<file path="config.mk">
export PLATFORM = sky130hd
export DESIGN_NAME = gd_update_sequencer
export DESIGN_NICKNAME = d
export VERILOG_FILES = /design/src/rtl/gd_update_sequencer.sv
export SDC_FILE = /design/constraint.sdc
export NUM_CORES = 1
export LEC_CHECK = 0
export BUFFER_PORTS_ARGS = -buffer_cell sky130_fd_sc_hd__buf_2
export CELL_PAD_IN_SITES_DETAIL_PLACEMENT = 0
export CELL_PAD_IN_SITES_GLOBAL_PLACEMENT = 2
export CORE_ASPECT_RATIO = 0.8
export CORE_UTILIZATION = 27
export CTS_CLUSTER_DIAMETER = 200
export DETAILED_ROUTE_END_ITERATION = 10
export PLACE_DENSITY_LB_ADDON = 0.1
export SYNTH_ARGS = -nofsm -noshare
export SYNTH_HDL_FRONTEND = slang
export SYNTH_SLANG_ARGS = --single-unit
</file>
<file path="constraint.sdc">
create_clock -name clk -period 2 [get_ports clk]
set_clock_uncertainty 0.05 [all_clocks]
set_input_delay 0.4 -clock clk [delete_from_list [all_inputs] [get_ports clk]]
set_output_delay 0.4 -clock clk [all_outputs]
set_load 0.01 [all_outputs]
</file>
<file path="src/rtl/gd_update_sequencer.sv">
`default_nettype none
// ============================================================================
// Module      : gd_update_sequencer
// Description : Drives one shared Q8.8 capped subtractor through iterative
//               gradient-descent updates x[i] <= sat(x[i] - g[i]).
// Revision    : 1.0 - initial release
// ============================================================================
module gd_update_sequencer #(
    parameter int DIM      = 4,
    parameter int W        = 16,
    parameter int ITER_W   = 8,
    parameter int MAX_ITER = 255
) (
    input  logic                   clk,
    input  logic                   rst_n,
    input  logic                   start,
    input  logic                   abort,
    input  logic [DIM*W-1:0]       x_init,
    input  logic [W-1:0]           tol,
    output logic                   grad_req,
    output logic [$clog2(DIM)-1:0] grad_idx,
    input  logic                   grad_valid,
    input  logic [W-1:0]           grad_data,
    output logic [W-1:0]           sub_a,
    output logic [W-1:0]           sub_b,
    input  logic [W-1:0]           sub_result,
    input  logic                   sub_ovf,
    input  logic                   sub_unf,
    output logic [DIM*W-1:0]       x_out,
    output logic                   busy,
    output logic                   done,
    output logic                   converged,
    output logic                   sat_ovf,
    output logic                   sat_unf,
    output logic [ITER_W-1:0]      iter_count
);

    localparam int IDX_W = $clog2(DIM);

    localparam logic [2:0] c_IDLE   = 3'd0;
    localparam logic [2:0] c_WAIT   = 3'd1;
    localparam logic [2:0] c_UPDATE = 3'd2;
    localparam logic [2:0] c_CHECK  = 3'd3;
    localparam logic [2:0] c_DONE   = 3'd4;

    localparam logic [IDX_W-1:0]  c_LAST = IDX_W'(DIM - 1);
    localparam logic [ITER_W-1:0] c_MAX  = ITER_W'(MAX_ITER);

    logic [2:0]        state_q, state_d;
    logic [W-1:0]      x_q [DIM];
    logic [W-1:0]      x_d [DIM];
    logic [IDX_W-1:0]  idx_q, idx_d;
    logic [W-1:0]      tol_q, tol_d;
    logic [ITER_W-1:0] iter_q, iter_d;
    logic              conv_q, conv_d;
    logic              ovf_q, ovf_d;
    logic              unf_q, unf_d;
    logic              any_big_q, any_big_d;
    logic [W-1:0]      sub_a_q, sub_a_d;
    logic [W-1:0]      sub_b_q, sub_b_d;

    logic              w_abort;
    logic [W:0]        w_g_ext;
    logic [W:0]        w_g_mag;
    logic              w_big;
    logic [ITER_W-1:0] w_iter_inc;

    assign w_abort    = abort && (state_q != c_IDLE);
    assign w_iter_inc = iter_q + ITER_W'(1);

    // Magnitude is one bit wider so that |0x8000| is representable and exceeds any tol.
    assign w_g_ext = {grad_data[W-1], grad_data};
    assign w_g_mag = grad_data[W-1] ? ((~w_g_ext) + (W+1)'(1)) : w_g_ext;
    assign w_big   = w_g_mag > {1'b0, tol_q};

    always_ff @(posedge clk or negedge rst_n) begin
        if (!rst_n) begin
            state_q <= c_IDLE;
        end else begin
            state_q <= state_d;
        end
    end

    always_comb begin
        state_d = state_q;
        case (state_q)
            c_IDLE:   if (start) state_d = c_WAIT;
            c_WAIT:   if (grad_valid) state_d = c_UPDATE;
            c_UPDATE: state_d = (idx_q == c_LAST) ? c_CHECK : c_WAIT;
            c_CHECK: begin
                if (!any_big_q || (w_iter_inc == c_MAX)) state_d = c_DONE;
                else                                      state_d = c_WAIT;
            end
            c_DONE:   state_d = c_IDLE;
            default:  state_d = c_IDLE;
        endcase
        if (w_abort) state_d = c_IDLE;
    end

    always_comb begin
        grad_req = (state_q == c_WAIT);
        busy     = (state_q != c_IDLE);
        done     = (state_q == c_DONE);
    end

    always_comb begin
        x_d       = x_q;
        idx_d     = idx_q;
        tol_d     = tol_q;
        iter_d    = iter_q;
        conv_d    = conv_q;
        ovf_d     = ovf_q;
        unf_d     = unf_q;
        any_big_d = any_big_q;
        sub_a_d   = sub_a_q;
        sub_b_d   = sub_b_q;
        if (!w_abort) begin
            case (state_q)
                c_IDLE: begin
                    if (start) begin
                        for (int i = 0; i < DIM; i++) x_d[i] = x_init[i*W +: W];
                        tol_d     = tol;
                        iter_d    = '0;
                        conv_d    = 1'b0;
                        ovf_d     = 1'b0;
                        unf_d     = 1'b0;
                        any_big_d = 1'b0;
                        idx_d     = '0;
                    end
                end
                c_WAIT: begin
                    // Operands are registered on the transfer so the subtractor sees them during UPDATE.
                    if (grad_valid) begin
                        sub_a_d   = x_q[idx_q];
                        sub_b_d   = grad_data;
                        any_big_d = any_big_q | w_big;
                    end
                end
                c_UPDATE: begin
                    x_d[idx_q] = sub_result;
                    ovf_d      = ovf_q | sub_ovf;
                    unf_d      = unf_q | sub_unf;
                    if (idx_q != c_LAST) idx_d = idx_q + IDX_W'(1);
                end
                c_CHECK: begin
                    iter_d = w_iter_inc;
                    if (!any_big_q) begin
                        conv_d = 1'b1;
                    end else if (w_iter_inc == c_MAX) begin
                        conv_d = 1'b0;
                    end else begin
                        any_big_d = 1'b0;
                        idx_d     = '0;
                    end
                end
                default: ;
            endcase
        end
    end

    always_ff @(posedge clk or negedge rst_n) begin
        if (!rst_n) begin
            for (int i = 0; i < DIM; i++) x_q[i] <= '0;
            idx_q     <= '0;
            tol_q     <= '0;
            iter_q    <= '0;
            conv_q    <= 1'b0;
            ovf_q     <= 1'b0;
            unf_q     <= 1'b0;
            any_big_q <= 1'b0;
            sub_a_q   <= '0;
            sub_b_q   <= '0;
        end else begin
            x_q       <= x_d;
            idx_q     <= idx_d;
            tol_q     <= tol_d;
            iter_q    <= iter_d;
            conv_q    <= conv_d;
            ovf_q     <= ovf_d;
            unf_q     <= unf_d;
            any_big_q <= any_big_d;
            sub_a_q   <= sub_a_d;
            sub_b_q   <= sub_b_d;
        end
    end

    generate
        for (genvar gi = 0; gi < DIM; gi++) begin : g_xout
            assign x_out[gi*W +: W] = x_q[gi];
        end
    endgenerate

    assign grad_idx   = idx_q;
    assign sub_a      = sub_a_q;
    assign sub_b      = sub_b_q;
    assign converged  = conv_q;
    assign sat_ovf    = ovf_q;
    assign sat_unf    = unf_q;
    assign iter_count = iter_q;

endmodule
`default_nettype wire

</file>
==> results of run 1 <==
timing repair:
action / 4_1_cts / 5_1_grt
pin swaps: 1 / 15
endpoints found under the hold margin: 32 / 0
endpoints found under the setup margin: 8 / 8
setup buffers: 3 / 2
hold buffers: 1 / 0
resized for setup: 9 / 23
report_power, final:
group          internal (uW)  total (uW)  switching (uW)  leakage [uW]
registers               3570        4230             662       0.00161
clock network           1670        2870            1200      0.000258
logic                   1910        4060            2150       0.00301
cells in the mapped netlist, types with 2 or more instances:
library cell,instances
dfrtp_1,129
nand2_1,96
o21ai_0,94
a21oi_1,72
and3_1,65
clkbuf_1,41
mux2_2,32
ha_1,23
inv_1,23
mux4_2,16
nor2_1,14
xnor2_1,13
o21ai_1,9
nand3_1,7
nand4_1,6
buf_2,5
nand2b_1,5
o31ai_1,4
a21o_1,3
and2_1,3
nor3b_1,3
o22ai_1,3
or3_1,3
a211o_1,2
a21boi_0,2
a31o_2,2
a31oi_1,2
and3b_1,2
mux2i_1,2
nor2b_1,2
o21a_1,2
o41ai_1,2
o41ai_2,2
or3_4,2
xor2_1,2
routing by layer:
| layer | vias to the layer above | GRT usage, % | routed length, um |
|---|---|---|---|
| met5 | - | 0 | 0 |
| met4 | 0 | 5.04 | 233 |
| met3 | 16 | 3.75 | 1150 |
| met2 | 182 | 30.4 | 11400 |
| met1 | 3118 | 26.0 | 12000 |
| li1 | 3101 | - | - |
worst max-delay path: stages:
cell and delay [ps]:
buf_6 90, or4_4 540, buf_6 130, or3_4 440, nor4bb_4 310, ha_1 290, a211o_1 340, a2111oi_4 310
o21ai_1 110
flip-flops by register name, indices dropped and copies added (netlist names):
signal	count
state_q	3
sub_b	16
iter_count	8
x_out	64
converged	1
sat_ovf	1
any_big_q	1
grad_idx	2
sat_unf	1
sub_a	16
tol_q	16
logic make-up (layout without fill, tap and decap cells):
| logic type | after synthesis | after routing | synth area share (%) |
|---|---|---|---|
| flip-flops | 129 | 129 | 46.8 |
| buffers and inverters | 69 | 359 | 3.85 |
| AO/OA/AOI/OAI | 205 | 205 | 16.4 |
| other | 0 | 2 | 0 |
| XOR/XNOR | 15 | 15 | 1.91 |
| adder cells (fa/ha/maj) | 23 | 23 | 4.18 |
| multiplexers | 50 | 50 | 10.7 |
| AND/OR/NAND/NOR | 216 | 216 | 16.0 |
final timing paths:
| path | from | to | depth (start not counted) |
|---|---|---|---|
| max | grad_data[6] | any_big_q$_DFFE_PN0P_ | 9 |
| min | tol[1] | tol_q[1]$_DFFE_PN0P_ | 3 |
| max reg2reg | iter_count[0]$_DFFE_PN0P_ | any_big_q$_DFFE_PN0P_ | 9 |
| min reg2reg | sub_b[0]$_DFFE_PN0P_ | sub_b[0]$_DFFE_PN0P_ | 2 |
| max in group asynchronous | rst_n | x_out[6]$_DFFE_PN0P_ | 3 |
| min in group asynchronous | rst_n | sub_a[10]$_DFFE_PN0P_ | 2 |
metrics by stage:
step	util [%]	hold WS [ps]	area [um^2]	setup TNS [ps]
2_1_floorplan	-	54.4	6900	-964
3_3_place_gp	36.2	291	8950	-1600
3_5_place_dp	36.2	292	8950	-1720
4_1_cts	38.7	112	9560	-748
5_1_grt	39.2	121	9680	-823
6_report	39.2	128	9680	-743
cell type report:
class	instances	area, um^2
fill	2545	15000
multi-input combinational	509	3560
sequential	129	3230
timing repair buffer	305	1870
clock buffer	22	474
tap	318	398
inverter	23	86.3
clock inverter	9	60.1
antenna	2	5.00
layout by cell type, fill, tap and decap left out, types with 3 or more instances in the layout:
master | synthesis | layout
ha_1 | 23 | 20
buf_12 | 0 | 10
mux4_2 | 16 | 16
a21o_1 | 3 | 3
mux2_2 | 32 | 32
and3_1 | 65 | 64
a21oi_1 | 72 | 72
nand2_1 | 96 | 95
buf_4 | 0 | 62
or3_1 | 3 | 3
nand4_1 | 6 | 6
dfrtp_2 | 0 | 4
clkinv_2 | 0 | 4
o21ai_0 | 94 | 86
clkbuf_8 | 0 | 3
buf_2 | 5 | 227
dfrtp_1 | 129 | 125
and2_1 | 3 | 3
nor2_1 | 14 | 13
nand2b_1 | 5 | 4
o22ai_1 | 3 | 3
o31ai_1 | 4 | 4
clkinvlp_4 | 0 | 3
inv_1 | 23 | 23
nand3_1 | 7 | 6
o21ai_2 | 0 | 4
clkbuf_16 | 0 | 17
o21ai_1 | 9 | 13
xnor2_1 | 13 | 12
buf_6 | 0 | 5
==> out/qor.yml, run 1 <==
worst-r2r-setup-slack_ps: 70
clk_latency_ps: 420
synthCells: 707
die_x_um: 181
ir_worst_vdd_mv: 0.646
via_count: 6417
ant_nets: 0
grt_max_degree: 65
syn_avg_cell_area_um2: 9.75
synthTopCellsByArea: "dfrtp_1 (47%), o21ai_0 (6.8%), and3_1 (5.9%)"
synth_edf_count: 0
ys_warn_count: 0
setup_slack_ps: -743
cts-htree-levels: 4
grt_pass1_wl_mm: 37.1
dr.pass1.iters: 4
detail_route.wirelength_mm: 24.8
cp_data_required_time_ps: 2240
worst_setup_path_start_kind: "input port"
vias_per_cell: 4.87
post-place-ws_ps: -1260
design.die.area_mm2: 0.0262
min_period_ps: 2740
power_uw: 11200
fin_nets: 1127
yosysTopAreaCellShare_pct: 46.8
portBuffers: 230
dp.cells: 1278
path_clk_slew_ps: 60
wl_per_cell_um: 18.8
drtIter0Drc: 287
dp_hpwl_mm: 17.7
synth_area_leader_cell: "dfrtp_1"
antenna_found_initial: 2
power.density_mw_per_mm2: 1150
fmax_ghz: 0.365
cts_root_buf: "clkbuf_16"
tightest_slew_ps: 439
worst_setup_path_end_kind: "flop"
synth-seq-area-share_pct: 46.8
rsz0062_at_grt: "true"
crit_type: "in2reg"
maxCapViolCount: 0
die_y_um: 145
clockBufferDepth: 2
core_area_mm2: 0.0247
grt.overflow.total: 0
violations: "negative setup slack"
slew_headroom_pct: 70.4
post-route-drc-count: 0
first_global_vias: 6317
setup_viol: 1
ys.flop_type: "dfrtp_1"
syn2layout_area_growth_pct: 40.5
p_leak_uw: 0.00487
async_flop_share_pct: 100
drive_above_1_share_pct: 41.6
netlist-cell-type-count: 49
cp.arrival_ps: 2980
critPathMaxFanout: 4
numCtsBuffers: 17
grt_usage_pct: 18.9
hp-class: "in2reg"
cts_sinks: 129
status: "finished, violations left"
syn-cell-area_mm2: 0.00689
post-route-period-util_pct: 137
gp_congestion: 0.843
rows: 51
drv_slew: 0
synth_seq_cells: 129
start_util_pct: 27.9
synth_nets: 849
stdcell_count: 1317
cts_tree: "built"
finalHoldViolations: 0
ioPinCount: 231
Note: power is estimated with default switching activity, not from simulation.
==> inputs of run 2 (changes only) <==
--- a/config.mk
+++ b/config.mk
@@ -9,7 +9,7 @@
 export CELL_PAD_IN_SITES_DETAIL_PLACEMENT = 0
 export CELL_PAD_IN_SITES_GLOBAL_PLACEMENT = 2
 export CORE_ASPECT_RATIO = 0.8
-export CORE_UTILIZATION = 27
+export CORE_UTILIZATION = 30
 export CTS_CLUSTER_DIAMETER = 200
 export DETAILED_ROUTE_END_ITERATION = 10
 export PLACE_DENSITY_LB_ADDON = 0.1
==> constraint.sdc (replaced) <==
create_clock -name clk -period 2.9 [get_ports clk]
set_clock_uncertainty 0.05 [all_clocks]
set_input_delay 0.58 -clock clk [delete_from_list [all_inputs] [get_ports clk]]
set_output_delay 0.58 -clock clk [all_outputs]
set_load 0.01 [all_outputs]
==> run 2 against run 1 <==
Effect of this change: the run now ends clean; first-iteration DRC count up 10%; routed wire length down 5.9%; count of clock-buffer cells in the layout decreased by 1; largest cell class unchanged; worst setup slack gained 840 ps; register-to-register slack better by 550 ps; highest routed layer unchanged; combinational power fell by 36%; total power decreased by 30%; via count down 4.4%; largest power group unchanged; die area is 9.9% lower; critical path depth rose by 1.
==> out/qor.yml, run 2 (same netlist as run 1, synthesis figures left out) <==
status: "finished, final reports clean"
clk_latency_ps: 410
drv_slew: 0
power_uw: 7790
hp-class: "in2async"
combinationalPowerShare_pct: 33.1
post-route-drc-count: 0
drive_above_1_share_pct: 38.1
syn2layout_area_growth_pct: 34.4
crit_chain: "buf_2 -> or4_4 -> or3_4 -> o41ai_4 -> xnor2_1 -> ha_1 -> a21o_1 -> a211o_1 -> a2111oi_2 -> o21ai_1"
critPathMaxFanout: 3
cp.arrival_ps: 3030
setup_viol: 0
grt.overflow.total: 0
layout_commonest_cell: "buf_2"
ir_worst_vdd_mv: 0.400
first_global_vias: 6125
fillers: 2270
cts-htree-levels: 4
clockBufferDepth: 2
final_core_util_pct: 41.2
vias_per_cell: 4.86
core_area_mm2: 0.0225
multiInputGateArea_mm2: 0.00348
power_frac_clock_pct: 29.2
most-common-layout-cells: "buf_2 (229), dfrtp_1 (128), nand2_1 (95), o21ai_0 (88), a21oi_1 (72)"
via_count: 6137
detail_route.wirelength_mm: 23.3
p_int_uw: 5070
largest_reg_flops: 64
power.switching_uw: 2720
drtIter0Drc: 316
wl_per_cell_um: 18.4
power.density_mw_per_mm2: 841
tightest_slew_ps: 929
hold_buffers: 0
reg2reg_depth: 6
grt_max_degree: 67
p_seq_share_pct: 37.7
die_y_um: 138
post-route-period-util_pct: 96.7
gp_congestion: 0.860
cts_tree: "built"
grt_pass1_wl_mm: 35.9
dp_hpwl_mm: 16.7
portBuffers: 230
start_util_pct: 30.6
min_period_ps: 2800
maxCapViolCount: 0
worst_setup_path_end_kind: "flop"
fin_nets: 1084
numCtsBuffers: 17
path_clk_slew_ps: 70
design.die.area_mm2: 0.0236
die_x_um: 171
grt_usage_pct: 20.4
rsz0062_at_grt: "true"
register_area_mm2: 0.00323
dr.pass1.iters: 4
cts_root_buf: "clkbuf_16"
finalHoldViolations: 0
ant_nets: 0
ioPinCount: 231
rows: 49
cp_slowest_cell: "or4_4"
fmax_ghz: 0.357
crit_type: "in2reg"
slew_headroom_pct: 37.8
cp_data_required_time_ps: 3120
antenna_found_initial: 3
slowest_delay_ps: 540
worst_setup_path_start_kind: "input port"
p_leak_uw: 0.00466
swShare_pct: 34.9
cts_sinks: 129
==> run 2: worst max-delay path: cells and delay by family <==
family | cells | cell delay [ps]
simple gates | 2 | 910
buf+inv | 1 | 110
xor+xnor | 1 | 160
fa+ha+maj | 1 | 260
compound gates | 5 | 1020
==> run 2: path summary, 6_finish.rpt <==
kind	slack, ps	from	end
setup / recovery	100	grad_data[6]	any_big_q$_DFFE_PN0P_
hold / removal	120	rst_n	x_out[4]$_DFFE_PN0P_
setup reg to reg	620	iter_count[0]$_DFFE_PN0P_	grad_idx[1]$_DFFE_PN0P_
hold reg to reg	440	sub_b[1]$_DFFE_PN0P_	sub_b[1]$_DFFE_PN0P_
max in group asynchronous	2000	rst_n	x_out[35]$_DFFE_PN0P_
min in group clk	320	tol[13]	tol_q[13]$_DFFE_PN0P_
==> run 2: area by class of cell <==
cell class / instances / area share [%]
Clock buffer: 21 / 5.08
Sequential cell: 129 / 34.9
Inverter: 23 / 0.932
Clock inverter: 11 / 1.66
Multi-Input combinational cell: 509 / 37.6
Tap cell: 306 / 4.13
Timing Repair Buffer: 262 / 15.6
Antenna cell: 3 / 0.0811
==> run 2: power by group through the flow <==
stage	combinational, uW	sequential (uW)	clock [uW]
2_1_floorplan	1160	3120	0
3_3_place_gp	2560	2940	0
3_5_place_dp	2610	2960	0
4_1_cts	2620	2940	2340
5_1_grt	2880	3030	2420
6_report	2580	2940	2270
==> run 2: metrics by stage <==
step / setup TNS [ps] / setup slack (ps) / cells / cell area (um^2) / hold slack [ps]
4_1_cts: 0 / 57.7 / 1261 / 9240 / 128
6_report: 0 / 95.4 / 1264 / 9260 / 115
3_3_place_gp: -445 / -445 / 1229 / 8590 / 425
2_1_floorplan: -244 / -244 / 707 / 6890 / 234
5_1_grt: -19.9 / -19.9 / 1264 / 9260 / 151
3_5_place_dp: -577 / -577 / 1229 / 8590 / 428
==> run 2: what timing repair did <==
| item | CTS | global route |
|---|---|---|
| setup endpoints to repair | 1 | 1 |
| setup buffers | 0 | 0 |
| pin swaps | 1 | 0 |
| hold endpoints to repair | 0 | 0 |
| gates cloned | 0 | 0 |
| gates resized for setup | 4 | 5 |
==> run 2: layer usage <==
layer	part of all wire [%]	vias up	track usage [%]	wire [um]
met2	45	186	31.3	10500
li1	-	2997	-	-
met5	0	-	0	0
met3	5.1	17	4.22	1200
met4	1.1	0	5.46	261
met1	49	2937	28.9	11300
==> inputs of run 3 (changes only) <==
--- a/config.mk
+++ b/config.mk
@@ -12,7 +12,8 @@
 export CORE_UTILIZATION = 30
 export CTS_CLUSTER_DIAMETER = 200
 export DETAILED_ROUTE_END_ITERATION = 10
-export PLACE_DENSITY_LB_ADDON = 0.1
+export PLACE_DENSITY = 0.86
+export SETUP_SLACK_MARGIN = 0.15
 export SYNTH_ARGS = -nofsm -noshare
 export SYNTH_HDL_FRONTEND = slang
 export SYNTH_SLANG_ARGS = --single-unit
==> run 3 against run 2 <==
Effect of this change: via count up 2.5%; routed wire length down 0.98%; die area unchanged; global-route usage down 0.41 points; sequential share of layout area down 0.066 points; worst setup slack worse by 83 ps.
==> out/qor.yml, run 3 (same netlist as run 1, synthesis figures left out) <==
cp_slowest_cell: "or4_4"
cts-htree-levels: 4
detail_route.wirelength_mm: 23.1
status: "finished, final reports clean"
power.density_mw_per_mm2: 825
cp_num_cells: 10
fin_nets: 1090
rsz0062_at_grt: "true"
critPathMaxFanout: 2
cp.arrival_ps: 3120
cts_tree: "built"
cts_root_buf: "clkbuf_16"
worst-r2r-setup-slack_ps: 610
min_period_ps: 2890
setup_viol: 0
grt_pass1_wl_mm: 34.9
p_leak_uw: 0.00465
grt.overflow.total: 0
crit_chain: "buf_6 -> or4_4 -> or3_4 -> o41ai_4 -> xnor2_1 -> ha_1 -> a21o_1 -> a211o_1 -> a2111oi_4 -> o21ai_1"
clk_latency_ps: 420
worst_setup_path_start_kind: "input port"
gp_congestion: 0.770
hp-class: "in2async"
rr_endpoint: "x_out[51]$_DFFE_PN0P_"
slew_headroom_pct: 25.4
fillers: 2246
syn2layout_area_growth_pct: 34.6
die_x_um: 171
tightest_slew_ps: 1120
power_uw: 7660
cts_sinks: 129
most-common-layout-cells: "buf_2 (228), dfrtp_1 (128), nand2_1 (95), o21ai_0 (89), a21oi_1 (71)"
via_count: 6290
crit_buf_inv: 1
wl_per_cell_um: 18.2
slowest_delay_ps: 540
grt_max_degree: 69
crit_type: "in2reg"
start_util_pct: 30.6
portBuffers: 230
first_global_vias: 5979
rows: 49
numCtsBuffers: 17
hold_buffers: 0
clockBufferDepth: 2
path_clk_slew_ps: 70
finalHoldViolations: 0
cp_top_family: "compound AO/OA/AOI/OAI gates"
largest_reg_flops: 64
drv_slew: 0
r2r_start: "grad_idx[1]$_DFFE_PN0P_"
drtIter0Drc: 369
reg2reg_depth: 4
finalSetupTns_ps: 0
ant_nets: 0
dp_hpwl_mm: 16.2
die_y_um: 138
fmax_ghz: 0.346
ioPinCount: 231
drive_above_1_share_pct: 38.8
vias_per_cell: 4.96
post-route-drc-count: 0
layout_commonest_cell: "buf_2"
post-route-period-util_pct: 99.6
grt_usage_pct: 20.0
cp_data_required_time_ps: 3140
antenna_found_initial: 2
core_area_mm2: 0.0225
worst_setup_path_end_kind: "flop"
ir_worst_vdd_mv: 0.398
design.die.area_mm2: 0.0236
maxCapViolCount: 0
dr.pass1.iters: 7
==> run 3: cell count changes in the layout (fill, tap and decap cells not counted), moves of 2 or more <==
cell        delta
inv_6          +3
buf_6          +2
clkinvlp_4     +4
clkinv_4       -2
bufinv_16      -2
buf_4          +6
==> run 3: repair_timing <==
action / CTS / global route
pin swaps: 9 / 6
endpoints found under the setup margin: 1 / 1
setup buffers: 1 / 1
gates resized for setup: 5 / 8
endpoints found under the hold margin: 0 / 0
==> run 3: stage by stage <==
step / setup slack, ps / instance area (um^2) / utilization, % / instances / hold WS [ps]
final: 12.8 / 9280 / 41.2 / 1269 / 91.7
after global routing: -57.9 / 9280 / 41.2 / 1269 / 146
after CTS: -26.9 / 9220 / 41.0 / 1266 / 142
after detailed placement: -516 / 8600 / 38.2 / 1233 / 419
after global placement: -446 / 8600 / 38.2 / 1233 / 423
after floorplan: -244 / 6890 / - / 707 / 234
==> run 3: worst reg2reg max path, cell delays in order (launching register included) <==
cell and delay, ps:
dfrtp_1 530, buf_4 310, ha_1 290, o21ai_4 730, o21ai_0 230
==> run 3: worst max-delay path by stage <==
stage                            start               endpoint  slack (ps)
final                     grad_data[3]  any_big_q$_DFFE_PN0P_          10
after global routing      grad_data[3]  any_big_q$_DFFE_PN0P_         -60
after CTS                 grad_data[3]  any_big_q$_DFFE_PN0P_         -30
after detailed placement  grad_data[6]  any_big_q$_DFFE_PN0P_        -520
after global placement    grad_data[6]  any_big_q$_DFFE_PN0P_        -450
after floorplan           grad_data[6]  any_big_q$_DFFE_PN0P_        -240
==> run 3: final cells by class <==
class | count | area [um^2] | area share [%]
Antenna cell | 2 | 5.00 | 0.0539
Clock buffer | 19 | 453 | 4.88
Clock inverter | 13 | 128 | 1.38
Inverter | 23 | 86.3 | 0.930
Multi-Input combinational cell | 509 | 3500 | 37.8
Sequential cell | 129 | 3230 | 34.8
Tap cell | 306 | 383 | 4.13
Timing Repair Buffer | 268 | 1490 | 16.1
==> run 3: power by group <==
part	total (uW)	switching, uW	internal (uW)
registers	2910	451	2460
logic	2630	1430	1200
clock network	2110	877	1240
total	7660	2760	4900
==> run 3: routing by layer <==
| layer | share of wire (%) | global-route usage, % |
|---|---|---|
| met1 | 47 | 27.6 |
| met2 | 47 | 31.6 |
| met3 | 4.7 | 4.14 |
| met4 | 1.0 | 5.36 |
| met5 | 0 | 0 |
